===== config.mk =====
export PLATFORM = sky130hd
export DESIGN_NAME = period_to_freq_flat
export DESIGN_NICKNAME = d
export VERILOG_FILES = /design/src/rtl/freq_meter_pkg.sv /design/src/rtl/period_to_freq_if.sv /design/src/rtl/period_to_freq.sv /design/src/flat_wrapper.sv
export SDC_FILE = /design/constraint.sdc
export NUM_CORES = 1
export LEC_CHECK = 0
export CORE_ASPECT_RATIO = 0.75
export CORE_MARGIN = 1.5
export CORE_UTILIZATION = 49
export DETAILED_ROUTE_END_ITERATION = 16
export GPL_ROUTABILITY_DRIVEN = 0
export MAX_ROUTING_LAYER = met4
export PLACE_DENSITY = 0.71
export SETUP_SLACK_MARGIN = 0.5
export SLEW_MARGIN = 25
export SYNTH_ARGS = -nofsm -noshare
export SYNTH_HDL_FRONTEND = slang
export SYNTH_SLANG_ARGS = --single-unit
export TNS_END_PERCENT = 20

===== constraint.sdc =====
create_clock -name clk -period 3.2 [get_ports clk]
set_clock_uncertainty 0.2 [all_clocks]
set_input_delay 0.48 -clock clk [delete_from_list [all_inputs] [get_ports clk]]
set_output_delay 0.48 -clock clk [all_outputs]
set_load 0.05 [all_outputs]

===== src/rtl/freq_meter_pkg.sv =====
// Shared definitions for the frequency-meter datapath: period counter,
// period-to-frequency divider and display stages.
// Contents: data width W, DIVIDEND (microseconds per second), the divider
// iteration counter width CNT_W, the divider state encoding, and the
// divider result record.
package freq_meter_pkg;

  localparam int unsigned W        = 20;
  localparam int unsigned DIVIDEND = 1_000_000;
  localparam int unsigned CNT_W    = $clog2(W);

  typedef enum logic [1:0] {
    StIdle = 2'b00,
    StOp   = 2'b01,
    StDone = 2'b10
  } div_state_e;

  typedef struct packed {
    logic [W-1:0] freq;
    logic [W-1:0] rem;
    logic         err;
  } div_result_t;

endpackage


===== src/rtl/period_to_freq_if.sv =====
// Request/result bundle between the period counter (master) and the
// period-to-frequency divider (slave).
//   start     : conversion request, honoured only while ready=1
//   period    : divisor in microseconds
//   ready     : divider idle
//   done_tick : one-cycle pulse; freq/rem/div_err are valid from this cycle
//   freq, rem : quotient and remainder of DIVIDEND / period
//   div_err   : last conversion saw period == 0
interface period_to_freq_if;
  import freq_meter_pkg::*;

  logic         start;
  logic [W-1:0] period;
  logic         ready;
  logic         done_tick;
  logic [W-1:0] freq;
  logic [W-1:0] rem;
  logic         div_err;

  modport master (
    output start,
    output period,
    input  ready,
    input  done_tick,
    input  freq,
    input  rem,
    input  div_err
  );

  modport slave (
    input  start,
    input  period,
    output ready,
    output done_tick,
    output freq,
    output rem,
    output div_err
  );

endinterface


===== src/rtl/period_to_freq.sv =====
// Sequential restoring divider: freq = DIVIDEND / period, one quotient bit
// per clock.
// Ports:
//   clk   : system clock
//   rst_n : asynchronous active-low reset
//   bus   : slave side of period_to_freq_if (start/period in, ready,
//           done_tick, freq, rem, div_err out)
// A nonzero conversion takes W iterations after the accepting edge; a zero
// period short-circuits straight to DONE with freq all ones and div_err set.
// Results hold until the next DONE; they are not cleared by a new start.
module period_to_freq
  import freq_meter_pkg::*;
(
  input  logic                    clk,
  input  logic                    rst_n,
  period_to_freq_if.slave         bus
);

  // The quotient is loaded with DIVIDEND, so it must fit in W bits.
  if (DIVIDEND >= (64'd1 << W)) begin : g_dividend_check
    $error("DIVIDEND does not fit in W bits");
  end

  div_state_e       state_q, state_d;
  logic [W-1:0]     divisor_q, divisor_d;
  logic [W-1:0]     quot_q, quot_d;      // dividend bits shift out, quotient bits shift in
  logic [W:0]       part_q, part_d;      // partial remainder, one spare bit for the compare
  logic [CNT_W-1:0] cnt_q, cnt_d;
  div_result_t      res_q, res_d;

  logic [W:0]       r_shift;
  logic [W:0]       r_sub;
  logic             fits;
  logic [W-1:0]     quot_next;
  logic [W:0]       part_next;

  // Single restoring step.
  always_comb begin
    r_shift   = {part_q[W-1:0], quot_q[W-1]};
    r_sub     = r_shift - {1'b0, divisor_q};
    fits      = (r_shift >= {1'b0, divisor_q});
    part_next = fits ? r_sub : r_shift;
    quot_next = {quot_q[W-2:0], fits};
  end

  always_comb begin
    state_d   = state_q;
    divisor_d = divisor_q;
    quot_d    = quot_q;
    part_d    = part_q;
    cnt_d     = cnt_q;
    res_d     = res_q;

    unique case (state_q)
      StIdle: begin
        if (bus.start) begin
          divisor_d = bus.period;
          quot_d    = W'(DIVIDEND);
          part_d    = '0;
          cnt_d     = '0;
          if (bus.period == '0) begin
            res_d.freq = '1;
            res_d.rem  = '0;
            res_d.err  = 1'b1;
            state_d    = StDone;
          end else begin
            state_d = StOp;
          end
        end
      end

      StOp: begin
        part_d = part_next;
        quot_d = quot_next;
        cnt_d  = cnt_q + CNT_W'(1);
        if (cnt_q == CNT_W'(W - 1)) begin
          // Remainder is below the divisor, so the top bit is always zero.
          res_d.freq = quot_next;
          res_d.rem  = part_next[W-1:0];
          res_d.err  = 1'b0;
          state_d    = StDone;
        end
      end

      StDone: begin
        state_d = StIdle;
      end

      default: begin
        state_d = StIdle;
      end
    endcase
  end

  always_ff @(posedge clk or negedge rst_n) begin
    if (!rst_n) begin
      state_q   <= StIdle;
      divisor_q <= '0;
      quot_q    <= '0;
      part_q    <= '0;
      cnt_q     <= '0;
      res_q     <= '0;
    end else begin
      state_q   <= state_d;
      divisor_q <= divisor_d;
      quot_q    <= quot_d;
      part_q    <= part_d;
      cnt_q     <= cnt_d;
      res_q     <= res_d;
    end
  end

  assign bus.ready     = (state_q == StIdle);
  assign bus.done_tick = (state_q == StDone);
  assign bus.freq      = res_q.freq;
  assign bus.rem       = res_q.rem;
  assign bus.div_err   = res_q.err;

endmodule


===== src/flat_wrapper.sv =====
// flat-port wrapper written by rule: the top's interface ports become plain ports
module period_to_freq_flat import freq_meter_pkg::*;
  (clk, rst_n, bus_start, bus_period, bus_ready, bus_done_tick, bus_freq, bus_rem, bus_div_err);
  period_to_freq_if bus_i ();
  input  logic clk;
  input  logic rst_n;
  input wire logic [$bits(bus_i.start)-1:0] bus_start;
  input wire logic [$bits(bus_i.period)-1:0] bus_period;
  output wire logic [$bits(bus_i.ready)-1:0] bus_ready;
  output wire logic [$bits(bus_i.done_tick)-1:0] bus_done_tick;
  output wire logic [$bits(bus_i.freq)-1:0] bus_freq;
  output wire logic [$bits(bus_i.rem)-1:0] bus_rem;
  output wire logic [$bits(bus_i.div_err)-1:0] bus_div_err;
  assign bus_i.start = bus_start;
  assign bus_i.period = bus_period;
  assign bus_ready = bus_i.ready;
  assign bus_done_tick = bus_i.done_tick;
  assign bus_freq = bus_i.freq;
  assign bus_rem = bus_i.rem;
  assign bus_div_err = bus_i.div_err;
  period_to_freq u_core (.clk(clk), .rst_n(rst_n), .bus(bus_i));
endmodule

Word level (Yosys, flattened, before mapping)
Cells that the tools add are included.
{ "word_totals": {"wordCells": 39, "latch_bits": 0, "register_bits": 108, "ram_bits": 0, "memories": 0, "romBits": 0, "out_inout_bits": 43} }
{ "op_classes": {"muxes": 15, "n_eq_ne": 6, "addsub": 2, "shifts": 0, "reduce_logical": 7, "order_cmp": 1, "div": 0, "n_bitwise": 0, "multipliers": 0} }
{ "op_table": {"columns": ["op", "n"], "rows": [
  ["41-bit 2-to-1 mux", 3],
  ["41-bit one-hot mux with 2 select lines", 1],
  ["20-bit one-hot mux with 2 select lines", 2],
  ["20-bit 2-to-1 mux", 3],
  ["21-bit by 20-bit greater-or-equal comparator with 1-bit output", 1],
  ["20-bit logical NOT", 1],
  ["20-bit subtractor", 1],
  ["5-bit one-hot mux with 2 select lines", 1],
  ["2-bit 2-to-1 mux", 3],
  ["2-bit AND reduction", 3],
  ["5-bit by 1-bit adder with 5-bit output, second input constant", 1],
  ["5-bit == test, second input constant", 1],
  ["5-bit 2-to-1 mux", 1],
  ["2-bit by 1-bit != test with 1-bit output, second input constant", 2],
  ["2-bit one-hot mux with 2 select lines", 1],
  ["4-bit AND reduction", 1],
  ["2-bit by 1-bit == test with 1-bit output, second input constant", 1],
  ["2-bit == test, second input constant", 1],
  ["2-bit logical NOT", 1],
  ["2-bit != test, second input constant", 1],
  ["2-bit nonzero test", 1]
]} }

Longest topological paths before layout
Gate-level depths: netlist (run 1).
{ "depth": {"word_depth": 4, "mapped_depth": 13, "ltp_nobuf": 10} }

Worst setup path after synthesis (run 1)
OpenSTA, ideal clock, no wires.
{ "synth_path": {"path_kind": "register to register", "start": "register u_core.part_q[10]", "end": "register u_core.res_q (netlist bit u_core.bus.rem[8])", "setup_time_ps": 83, "stages_incl_launch_ff": 12, "required_ps": 2917, "path_slack_ps": 274, "arrival_ps": 2643, "cell_sequence": "dfrtp_1 -> ha_1 -> buf_6 -> and3_4 -> buf_6 -> and2_4 -> a32o_1 -> a31o_4 -> a211oi_4 -> buf_6 -> mux2_2 -> o21ai_0"} }
{ "synth_via": {"elab_chain_len": 4} }
{ "synth_lines": {"columns": ["item", "line_no", "text"], "rows": [
  ["start, declared", "period_to_freq.sv:27", "logic [W:0] part_q, part_d;"],
  ["start signal, assigned", "period_to_freq.sv:107", "part_q <= part_d;"],
  ["21-bit by 20-bit greater-or-equal comparator with 1-bit output", "period_to_freq.sv:41", "fits = (r_shift >= {1'b0, divisor_q});"],
  ["20-bit 2-to-1 mux", "period_to_freq.sv:42", "part_next = fits ? r_sub : r_shift;"],
  ["41-bit 2-to-1 mux", "period_to_freq.sv:76", "if (cnt_q == CNT_W'(W - 1)) begin"],
  ["41-bit one-hot mux with 2 select lines", "period_to_freq.sv:54", "unique case (state_q)"],
  ["end signal, assigned", "period_to_freq.sv:109", "res_q <= res_d;"],
  ["end, declared", "period_to_freq.sv:29", "div_result_t res_q, res_d;"]
]} }
Every way passes these cells. The select of a mux whose other input is x is not followed.
A chain may end at the register's enable or synchronous reset.

Final worst setup path (run 1)
{ "layout_path": {"start": "register u_core.divisor_q[6]", "end": "register u_core.res_q (netlist bit u_core.bus.rem[11])"} }
{ "layout_via": {"elab_chain_len": 4, "word_cells_on_any_way": 5} }
{ "layout_lines": {"columns": ["item", "line_no", "text"], "rows": [
  ["start, declared", "period_to_freq.sv:25", "logic [W-1:0] divisor_q, divisor_d;"],
  ["start signal, assigned", "period_to_freq.sv:105", "divisor_q <= divisor_d;"],
  ["20-bit subtractor / 21-bit by 20-bit greater-or-equal comparator with 1-bit output (equally long branches)", "period_to_freq.sv:40, period_to_freq.sv:41", null],
  ["20-bit 2-to-1 mux *", "period_to_freq.sv:42", null],
  ["41-bit 2-to-1 mux *", "period_to_freq.sv:76", null],
  ["41-bit one-hot mux with 2 select lines *", "period_to_freq.sv:54", null]
]} }
Every way passes the cells marked *; elsewhere a longest branch is shown, timed or not. The select of a mux whose other input is x is not followed.

==> impl_metrics.yaml, run 1 <==
sta:
  period_share: 0.902
  finalSetupViolations: 0
  maxSlewHeadroom: 0.437
  rsz0062_at_grt: "true"
  fin_crit_ns: 2.89
  setup-tns-final_ns: 0
  max_freq_mhz: 346
  worst_pin_slew_ns: 0.844
  hold_violations: 0
  maxSlewViolCount: 0
setup_path:
  path_cells: "inv_1, ha_4, a21oi_1, o21ai_1, a32o_1, a31o_4, a211oi_4, buf_6, buf_16, mux2i_1, buf_4, o31ai_1"
  reg2reg_depth: 12
  crit_slowest_cell: "dfrtp_1"
  cp-end-kind: "flip-flop"
  criticalPathCategory: "flip-flop to flip-flop"
  cp-start-kind: "flip-flop"
  slowest_delay_ns: 0.37
  crit_fanout: 5
  arrival_ns: 2.91
  cp_data_required_time_ns: 3.22
clock_tree:
  clk_pin_slew_ns: 0.07
  cts_buffer_depth: 2
  cts_tree: "yes"
  clock_sinks: 108
  ctsRootBufferMaster: "clkbuf_16"
  insertion_delay_ns: 0.36
  htreeDepth: 3
  numCtsBuffers: 9
global_routing:
  grtUsageMet1: 0.354
  use_met3: 0.0442
  grt_pass1_vias: 4926
  top_usage_layer: "met2"
  grt_pass1_wl_um: 24500
  grt_max_degree: 84
  met2_usage: 0.416
  globalRouteTotalUtil: 0.268
  grt_antenna_before_repair: 0
  gr-total-overflow: 0
floorplan:
  initial_core_util: 0.504
  core_area_um2: 10900
  fp-row-count: 33
  die_y_um: 94.8
  ios: 66
  dieArea_um2: 11900
  dieWidth_um: 125
layout:
  fin_nets: 739
  drive_gt1_frac: 0.206
  n_antenna_cell: 0
  syn2layout_area_growth_pct: 34.5
  finalNonFillerCells: 839
  fill_cells: 816
detailed_routing:
  routed_wl_um: 15200
  drt_first_iter_violations: 420
  via_count: 5078
  wl_per_cell_um: 18.1
  drc: 0
  firstDrtPassIters: 5
  routed_via_density: 6.05
  antenna_left: 0
synthesis:
  synth.distinct_cells: 52
  synthCells: 589
  yosysMostFrequentCell: "dfrtp_1"
  yosysTopAreaCellShare: 0.490
  synth_ff_type: "dfrtp_1"
  synth-edff-count: 0
  yosysWarningCount: 0
  synth_area_leaders: "dfrtp_1 49%, nand2_1 6.9%, o21ai_0 6.8%, ha_1 4.8%, nor2_1 2.7%"
  syn_avg_cell_area_um2: 9.36
  syn-num-nets: 634
  yosysSeqAreaShare: 0.490
  ys_seq_elements: 108
  syn_area_um2: 5510
  post-synth-top-area-cell: "dfrtp_1"
  async_flop_share: 1.00
  synth_common_cells: "108 x dfrtp_1, 101 x nand2_1, 75 x o21ai_0, 39 x nor2_1, 33 x inv_1"
worst_hold_path:
  worstHoldPathType: "flip-flop to flip-flop"
  min_path_cells: 2
run_status:
  status: "finished, final reports clean"
placement:
  dp.cells: 781
  dp_hpwl_um: 9550
  port_buffers: 65
run:
  maxCapViolCount: 0
## kinds of logic after synthesis
| kind of cell | after synthesis | synth area share |
|---|---|---|
| AND/OR/NAND/NOR | 200 | 0.162 |
| AO/OA/AOI/OAI | 170 | 0.203 |
| buffers and inverters | 66 | 0.0518 |
| adder cells (fa/ha/maj) | 22 | 0.0513 |
| multiplexers | 12 | 0.0243 |
| flip-flops | 108 | 0.490 |
| XOR/XNOR | 11 | 0.0175 |
## per-stage QoR
step                hold slack, ns  cell area (µm²)  worst slack (ns)  utilization
floorplan                  -0.0156             5510             0.360            -
global placement             0.207             6370             0.198        0.582
detailed placement           0.214             6370            0.0782        0.582
CTS                          0.272             7190             0.382        0.657
global route                 0.299             7410             0.235        0.677
finish                       0.267             7410             0.313        0.677
## layer usage
| layer | routed length, µm | share of wire |
|---|---|---|
| met3 | 996 | 0.066 |
| met1 | 6710 | 0.44 |
| met5 | 0 | 0 |
| met4 | 407 | 0.027 |
| met2 | 7080 | 0.47 |
## layout make-up
type | count | area (µm²) | area share
multi-input combinational | 415 | 2860 | 0.386
clock buffer | 10 | 229 | 0.0309
tap | 140 | 175 | 0.0236
clock inverter | 6 | 62.6 | 0.00844
timing repair buffer | 127 | 1250 | 0.169
inverter | 33 | 124 | 0.0167
sequential | 108 | 2710 | 0.365
## state kept, by name, summed over array words and instances (netlist names)
name                flops
u_core.cnt_q            5
u_core.state_q          2
u_core.bus.freq        20
u_core.divisor_q       20
u_core.part_q          20
u_core.bus.div_err      1
u_core.quot_q          20
u_core.bus.rem         20
## what timing repair did
| item | 4_1_cts | 5_1_grt |
|---|---|---|
| hold endpoints to repair | 25 | 0 |
| pin swaps | 14 | 12 |
| gates cloned | 2 | 2 |
| buffers inserted | 28 | 9 |
| hold buffers | 1 | 0 |
| endpoints found under the setup margin | 42 | 46 |
| resized for setup | 54 | 30 |
## final timing paths
kind | from | to | slack [ns]
setup / recovery | u_core.divisor_q[6] | u_core.bus.rem[11] | 0.31
hold / removal | u_core.bus.freq[3] | u_core.bus.freq[3] | 0.27
setup reg to reg | u_core.divisor_q[6] | u_core.bus.rem[11] | 0.31
hold reg to reg | u_core.bus.freq[3] | u_core.bus.freq[3] | 0.27
max in group asynchronous | rst_n | u_core.part_q[13] | 1.65
min in group asynchronous | rst_n | u_core.bus.freq[18] | 0.38
## worst max-delay path, delay by kind of cell (launching register included)
family	cells	cell delay, ns
buffers and inverters	4	0.57
adder cells (fa/ha/maj)	1	0.23
flip-flops	1	0.37
multiplexers	1	0.18
AO/OA/AOI/OAI	6	1.21
## cell usage in the layout (no fill, tap or decap), types with 7 or more instances in the layout
cell type,instances
a21oi_1,15
nor3_1,7
clkdlybuf4s50_1,64
clkbuf_16,11
nand3_1,10
nand4_1,15
dfrtp_1,104
nor2_1,37
o21ai_0,63
o21ai_1,7
buf_4,51
a22o_1,11
inv_2,8
nand2_1,101
ha_4,13
inv_1,25
o211ai_1,10
Power of run 1 is left out: the tool's default activity adds up to more than one toggle a clock period on the data nets, which glitch-free logic cannot reach.
==> run 2, diff against run 1 <==
--- a/config.mk
+++ b/config.mk
@@ -11,7 +11,7 @@
 export DETAILED_ROUTE_END_ITERATION = 16
 export GPL_ROUTABILITY_DRIVEN = 0
 export MAX_ROUTING_LAYER = met4
-export PLACE_DENSITY = 0.71
+export PLACE_DENSITY = 0.74
 export SETUP_SLACK_MARGIN = 0.5
 export SLEW_MARGIN = 25
 export SYNTH_ARGS = -nofsm -noshare
==> constraint.sdc (replaced) <==
create_clock -name clk -period 2.6 [get_ports clk]
set_clock_uncertainty 0.2 [all_clocks]
set_input_delay 0.39 -clock clk [delete_from_list [all_inputs] [get_ports clk]]
set_output_delay 0.39 -clock clk [all_outputs]
set_load 0.05 [all_outputs]
==> run 2 against run 1 <==
Net effect:
- the run now ends with negative setup slack left
- flip-flop and latch count did not move
- worst hold slack lost 0.14 ns
- non-clock buffer count grew 57
- sequential share of layout area fell by 3.1 points
- core utilization is 6.1 points higher
- first-iteration DRC count decreased by 2.1%
- worst setup slack got worse by 0.52 ns
- highest routed layer unchanged
==> impl_metrics.yaml, run 2 (synthesis results as in run 1) <==
run_status:
  status: "complete, but fails checks"
  violations: "negative setup slack"
setup_path:
  crit_slowest_cell: "a221o_1"
  timing.rr.end: "u_core.bus.rem[6]"
  cp-start-kind: "flip-flop"
  criticalPathCategory: "flip-flop to flip-flop"
  cp_data_required_time_ns: 2.64
  reg2reg_slack_ns: -0.21
  crit_end: "u_core.bus.rem[6]"
  crit_fanout: 5
  reg2reg_from: "u_core.divisor_q[13]"
  cp-end-kind: "flip-flop"
  cp-startpoint: "u_core.divisor_q[13]"
  reg2reg_depth: 13
  path_cells: "inv_2, ha_4, o211a_4, a221o_1, a21oi_2, nor2_2, a211oi_4, buf_6, buf_16, buf_12, buf_8, nand4_1, o311ai_1"
  arrival_ns: 2.85
  slowest_delay_ns: 0.40
floorplan:
  core_area_um2: 10900
  fp-row-count: 33
  die_y_um: 94.8
  dieArea_um2: 11900
  dieWidth_um: 125
  initial_core_util: 0.504
  ios: 66
sta:
  fin_crit_ns: 2.81
  worst_pin_slew_ns: 0.831
  maxSlewHeadroom: 0.446
  finalSetupViolations: 41
  max_freq_mhz: 356
  hold_violations: 0
  setup-tns-final_ns: -5.67
  hold_ws_ns: 0.127
  period_share: 1.08
  maxSlewViolCount: 0
  rsz0062_at_grt: "true"
  finalWorstSetupSlack_ns: -0.211
global_routing:
  grt_antenna_before_repair: 0
  grt_max_degree: 65
  globalRouteTotalUtil: 0.281
  grt_pass1_wl_um: 25700
  gr-total-overflow: 0
  grt_pass1_vias: 5151
layout:
  finalNonFillerCells: 895
  layout_commonest_cell: "dfrtp_1"
  fin_nets: 796
  syn2layout_area_growth_pct: 46.6
  n_antenna_cell: 0
  fin_util: 0.738
  final_cell_mix: "108 x dfrtp_1, 103 x buf_4, 100 x nand2_1, 55 x o21ai_0, 36 x nor2_1"
  drive_gt1_frac: 0.295
detailed_routing:
  firstDrtPassIters: 7
  drt_first_iter_violations: 411
  routed_via_density: 5.87
  routed_wl_um: 16700
  drt-met1-wl_um: 7150
  wl_per_cell_um: 18.7
  highest_layer: "met4"
  drc: 0
  via_count: 5258
  met2_length_um: 8320
  antenna_left: 0
  wl_met3_um: 947
worst_hold_path:
  worstHoldPathType: "input port to flip-flop"
clock_tree:
  ctsRootBufferMaster: "clkbuf_16"
  cts_tree: "yes"
  clk_pin_slew_ns: 0.07
  cts_buffer_depth: 2
  numCtsBuffers: 9
  htreeDepth: 3
  clock_sinks: 108
  insertion_delay_ns: 0.35
placement:
  port_buffers: 65
  dp_hpwl_um: 10600
  dp.cells: 859
run:
  maxCapViolCount: 0
[run 2: cell types whose count changed in the layout (fill, tap and decap cells not counted), sizes merged]
cell           before  now
clkbuf             12   14
clkinvlp            0    2
clkdlybuf4s50      64    5
dlygate4sd2         0   30
bufinv              1    0
clkinv              4    1
inv                34   33
dlymetal6s2s        0   28
buf                60  118
[run 2: through the flow]
stage	area, µm²	setup WS (ns)
6_report	8080	-0.211
4_1_cts	7760	-0.182
2_1_floorplan	5510	-0.240
5_1_grt	8080	-0.304
3_3_place_gp	6950	-0.376
3_5_place_dp	6950	-0.419
[run 2: layer usage]
metal,global-route usage,vias to the layer above
met3,0.0555,31
met1,0.364,2603
li1,-,2412
met5,-,-
met4,0.0928,0
met2,0.450,212
[run 2: final cells by class]
cell class              count  area (µm²)
clock inverters             3        23.8
fillers                   738        2870
repair buffers            184        1720
inverters                  33         124
well taps                 140         175
clock buffers              12         246
multi-input cells         415        3090
flip-flops and latches    108        2700
[run 2: worst max-delay path, delay by kind of cell, from the launching register on]
| family | cells | cell delay (ns) |
|---|---|---|
| adder cells (fa/ha/maj) | 1 | 0.22 |
| AND/OR/NAND/NOR | 2 | 0.19 |
| AO/OA/AOI/OAI | 5 | 1.17 |
| buffers and inverters | 5 | 0.56 |
| flip-flops | 1 | 0.38 |
[run 2: worst min path at each step]
stage,from,end,slack [ns],depth (start not counted)
after floorplan,rst_n,u_core.bus.div_err,-0.11,0
after global placement,rst_n,u_core.bus.div_err,0.07,1
after detailed placement,rst_n,u_core.bus.div_err,0.09,1
after CTS,rst_n,u_core.bus.div_err,0.26,2
after global routing,bus_period[3],u_core.divisor_q[3],0.17,3
final,bus_period[7],u_core.divisor_q[7],0.13,3
[run 2: timing repair]
item,CTS,global route
gates cloned,1,0
pin swaps,39,32
setup buffers,11,8
hold buffers,1,0
hold endpoints to repair,16,0
endpoints found under the setup margin,88,80
gates resized for setup,126,76
Power of run 2 is left out for the same reason.
==> run 3, diff against run 2 <==
--- a/config.mk
+++ b/config.mk
@@ -5,13 +5,12 @@
 export SDC_FILE = /design/constraint.sdc
 export NUM_CORES = 1
 export LEC_CHECK = 0
-export CORE_ASPECT_RATIO = 0.75
+export CORE_ASPECT_RATIO = 2
 export CORE_MARGIN = 1.5
-export CORE_UTILIZATION = 49
+export CORE_UTILIZATION = 35
 export DETAILED_ROUTE_END_ITERATION = 16
 export GPL_ROUTABILITY_DRIVEN = 0
 export MAX_ROUTING_LAYER = met4
-export PLACE_DENSITY = 0.74
 export SETUP_SLACK_MARGIN = 0.5
 export SLEW_MARGIN = 25
 export SYNTH_ARGS = -nofsm -noshare
==> run 3 against run 2 <==
Net effect:
- global-route usage fell by 7.8 points
- die area rose by 39%
- critical path depth fell by 4
- core utilization fell by 22 points
- cell count rose by 6.6%
- register-to-register slack got worse by 0.04 ns
- critical endpoint is now u_core.bus.rem[0]
- worst setup slack got worse by 0.039 ns
- first-iteration DRC count fell by 45%
- the flow still finishes with violations (negative setup slack)
==> impl_metrics.yaml, run 3 (synthesis results as in run 1) <==
sta:
  maxSlewHeadroom: 0.551
  finalWorstSetupSlack_ns: -0.250
  setup-tns-final_ns: -6.50
  rsz0062_at_grt: "true"
  finalSetupViolations: 42
  worst_pin_slew_ns: 0.674
  maxSlewViolCount: 0
  hold_violations: 0
  fin_crit_ns: 2.85
  max_freq_mhz: 351
  period_share: 1.10
  hold_ws_ns: 0.146
floorplan:
  initial_core_util: 0.358
  ios: 66
  dieArea_um2: 16600
  core_area_um2: 15400
  die_y_um: 180
  fp-row-count: 64
  dieWidth_um: 91.7
setup_path:
  reg2reg_depth: 9
  cp-startpoint: "u_core.part_q[9]"
  crit_fanout: 6
  reg2reg_from: "u_core.part_q[9]"
  cp-start-kind: "flip-flop"
  timing.rr.end: "u_core.bus.rem[0]"
  reg2reg_slack_ns: -0.25
  arrival_ns: 2.93
  cp_data_required_time_ns: 2.68
  criticalPathCategory: "flip-flop to flip-flop"
  cp-end-kind: "flip-flop"
placement:
  dp.cells: 928
  placed_area_um2: 7080
  port_buffers: 65
  dp_hpwl_um: 11500
run:
  maxCapViolCount: 0
run_status:
  violations: "negative setup slack"
  status: "complete, but fails checks"
global_routing:
  grt_pass1_vias: 5179
  grt_max_degree: 49
  grt_pass1_wl_um: 25600
  globalRouteTotalUtil: 0.204
  gr-total-overflow: 0
  grt_antenna_before_repair: 0
detailed_routing:
  routed_via_density: 5.25
  drt_first_iter_violations: 224
  antenna_left: 0
  wl_per_cell_um: 16.8
  drc: 0
  firstDrtPassIters: 4
  routed_wl_um: 16000
  via_count: 5012
clock_tree:
  htreeDepth: 3
  cts_buffer_depth: 2
  insertion_delay_ns: 0.37
  numCtsBuffers: 9
  clk_pin_slew_ns: 0.08
  cts_tree: "yes"
  clock_sinks: 108
  ctsRootBufferMaster: "clkbuf_16"
worst_hold_path:
  worst_hold_path.endpoint: "u_core.divisor_q[15]"
  hold_path_startpoint: "bus_period[15]"
  worstHoldPathType: "input port to flip-flop"
  min_path_cells: 3
layout:
  fill_cells: 1439
  multi_input_area_um2: 2970
  layout_commonest_cell: "dfrtp_1"
  fin_nets: 796
  fin_area_um2: 7930
  drive_gt1_frac: 0.276
  regArea_um2: 2700
  finalNonFillerCells: 954
  n_antenna_cell: 0
  final_cell_mix: "108 x dfrtp_1, 106 x buf_4, 101 x nand2_1, 60 x o21ai_0, 45 x dlygate4sd2_1"
  syn2layout_area_growth_pct: 43.8
-- run 3: final cells by class --
type | count | share of cell area
Multi-Input combinational cell | 415 | 0.374
Sequential cell | 108 | 0.341
Timing Repair Buffer | 184 | 0.199
Tap cell | 198 | 0.0313
Clock buffer | 9 | 0.0284
Inverter | 33 | 0.0156
Clock inverter | 7 | 0.0104
-- run 3: how the worst max path moves through the flow --
stage,endpoint,slack (ns),cells past startpoint
6_report,u_core.bus.rem[0],-0.25,9
5_1_grt,u_core.bus.rem[10],-0.29,11
4_1_cts,u_core.bus.rem[1],-0.23,9
3_5_place_dp,u_core.bus.rem[12],-0.58,10
3_3_place_gp,u_core.bus.rem[15],-0.58,10
2_1_floorplan,u_core.bus.rem[8],-0.24,11
-- run 3: repair_timing --
item,4_1_cts,5_1_grt
pin swaps,10,24
hold endpoints to repair,45,0
hold buffers,1,0
gates cloned,1,1
gates resized for setup,106,69
setup endpoints to repair,106,69
setup buffers,3,4
-- run 3: per-stage QoR --
step	setup WS, ns	utilization
finish	-0.250	0.515
global route	-0.293	0.515
CTS	-0.228	0.495
detailed placement	-0.581	0.461
global placement	-0.581	0.461
floorplan	-0.240	-
-- run 3: metal layers --
| metal | vias to the layer above | global-route usage | share of wire |
|---|---|---|---|
| li1 | 2425 | - | - |
| met4 | 0 | 0.115 | 0.050 |
| met2 | 120 | 0.360 | 0.54 |
| met1 | 2419 | 0.213 | 0.39 |
| met3 | 48 | 0.0300 | 0.027 |
| met5 | - | - | 0 |
-- run 3: worst max-delay path, cell delays in order (launching register included) --
cell and delay (ns):
dfrtp_1 0.43, ha_4 0.29, and3_4 0.17, and2_4 0.15
a32o_1 0.24, a31o_4 0.22, a211oi_4 0.34, buf_6 0.21
mux2_4 0.33, o31ai_4 0.17
Power of run 3 is left out for the same reason.
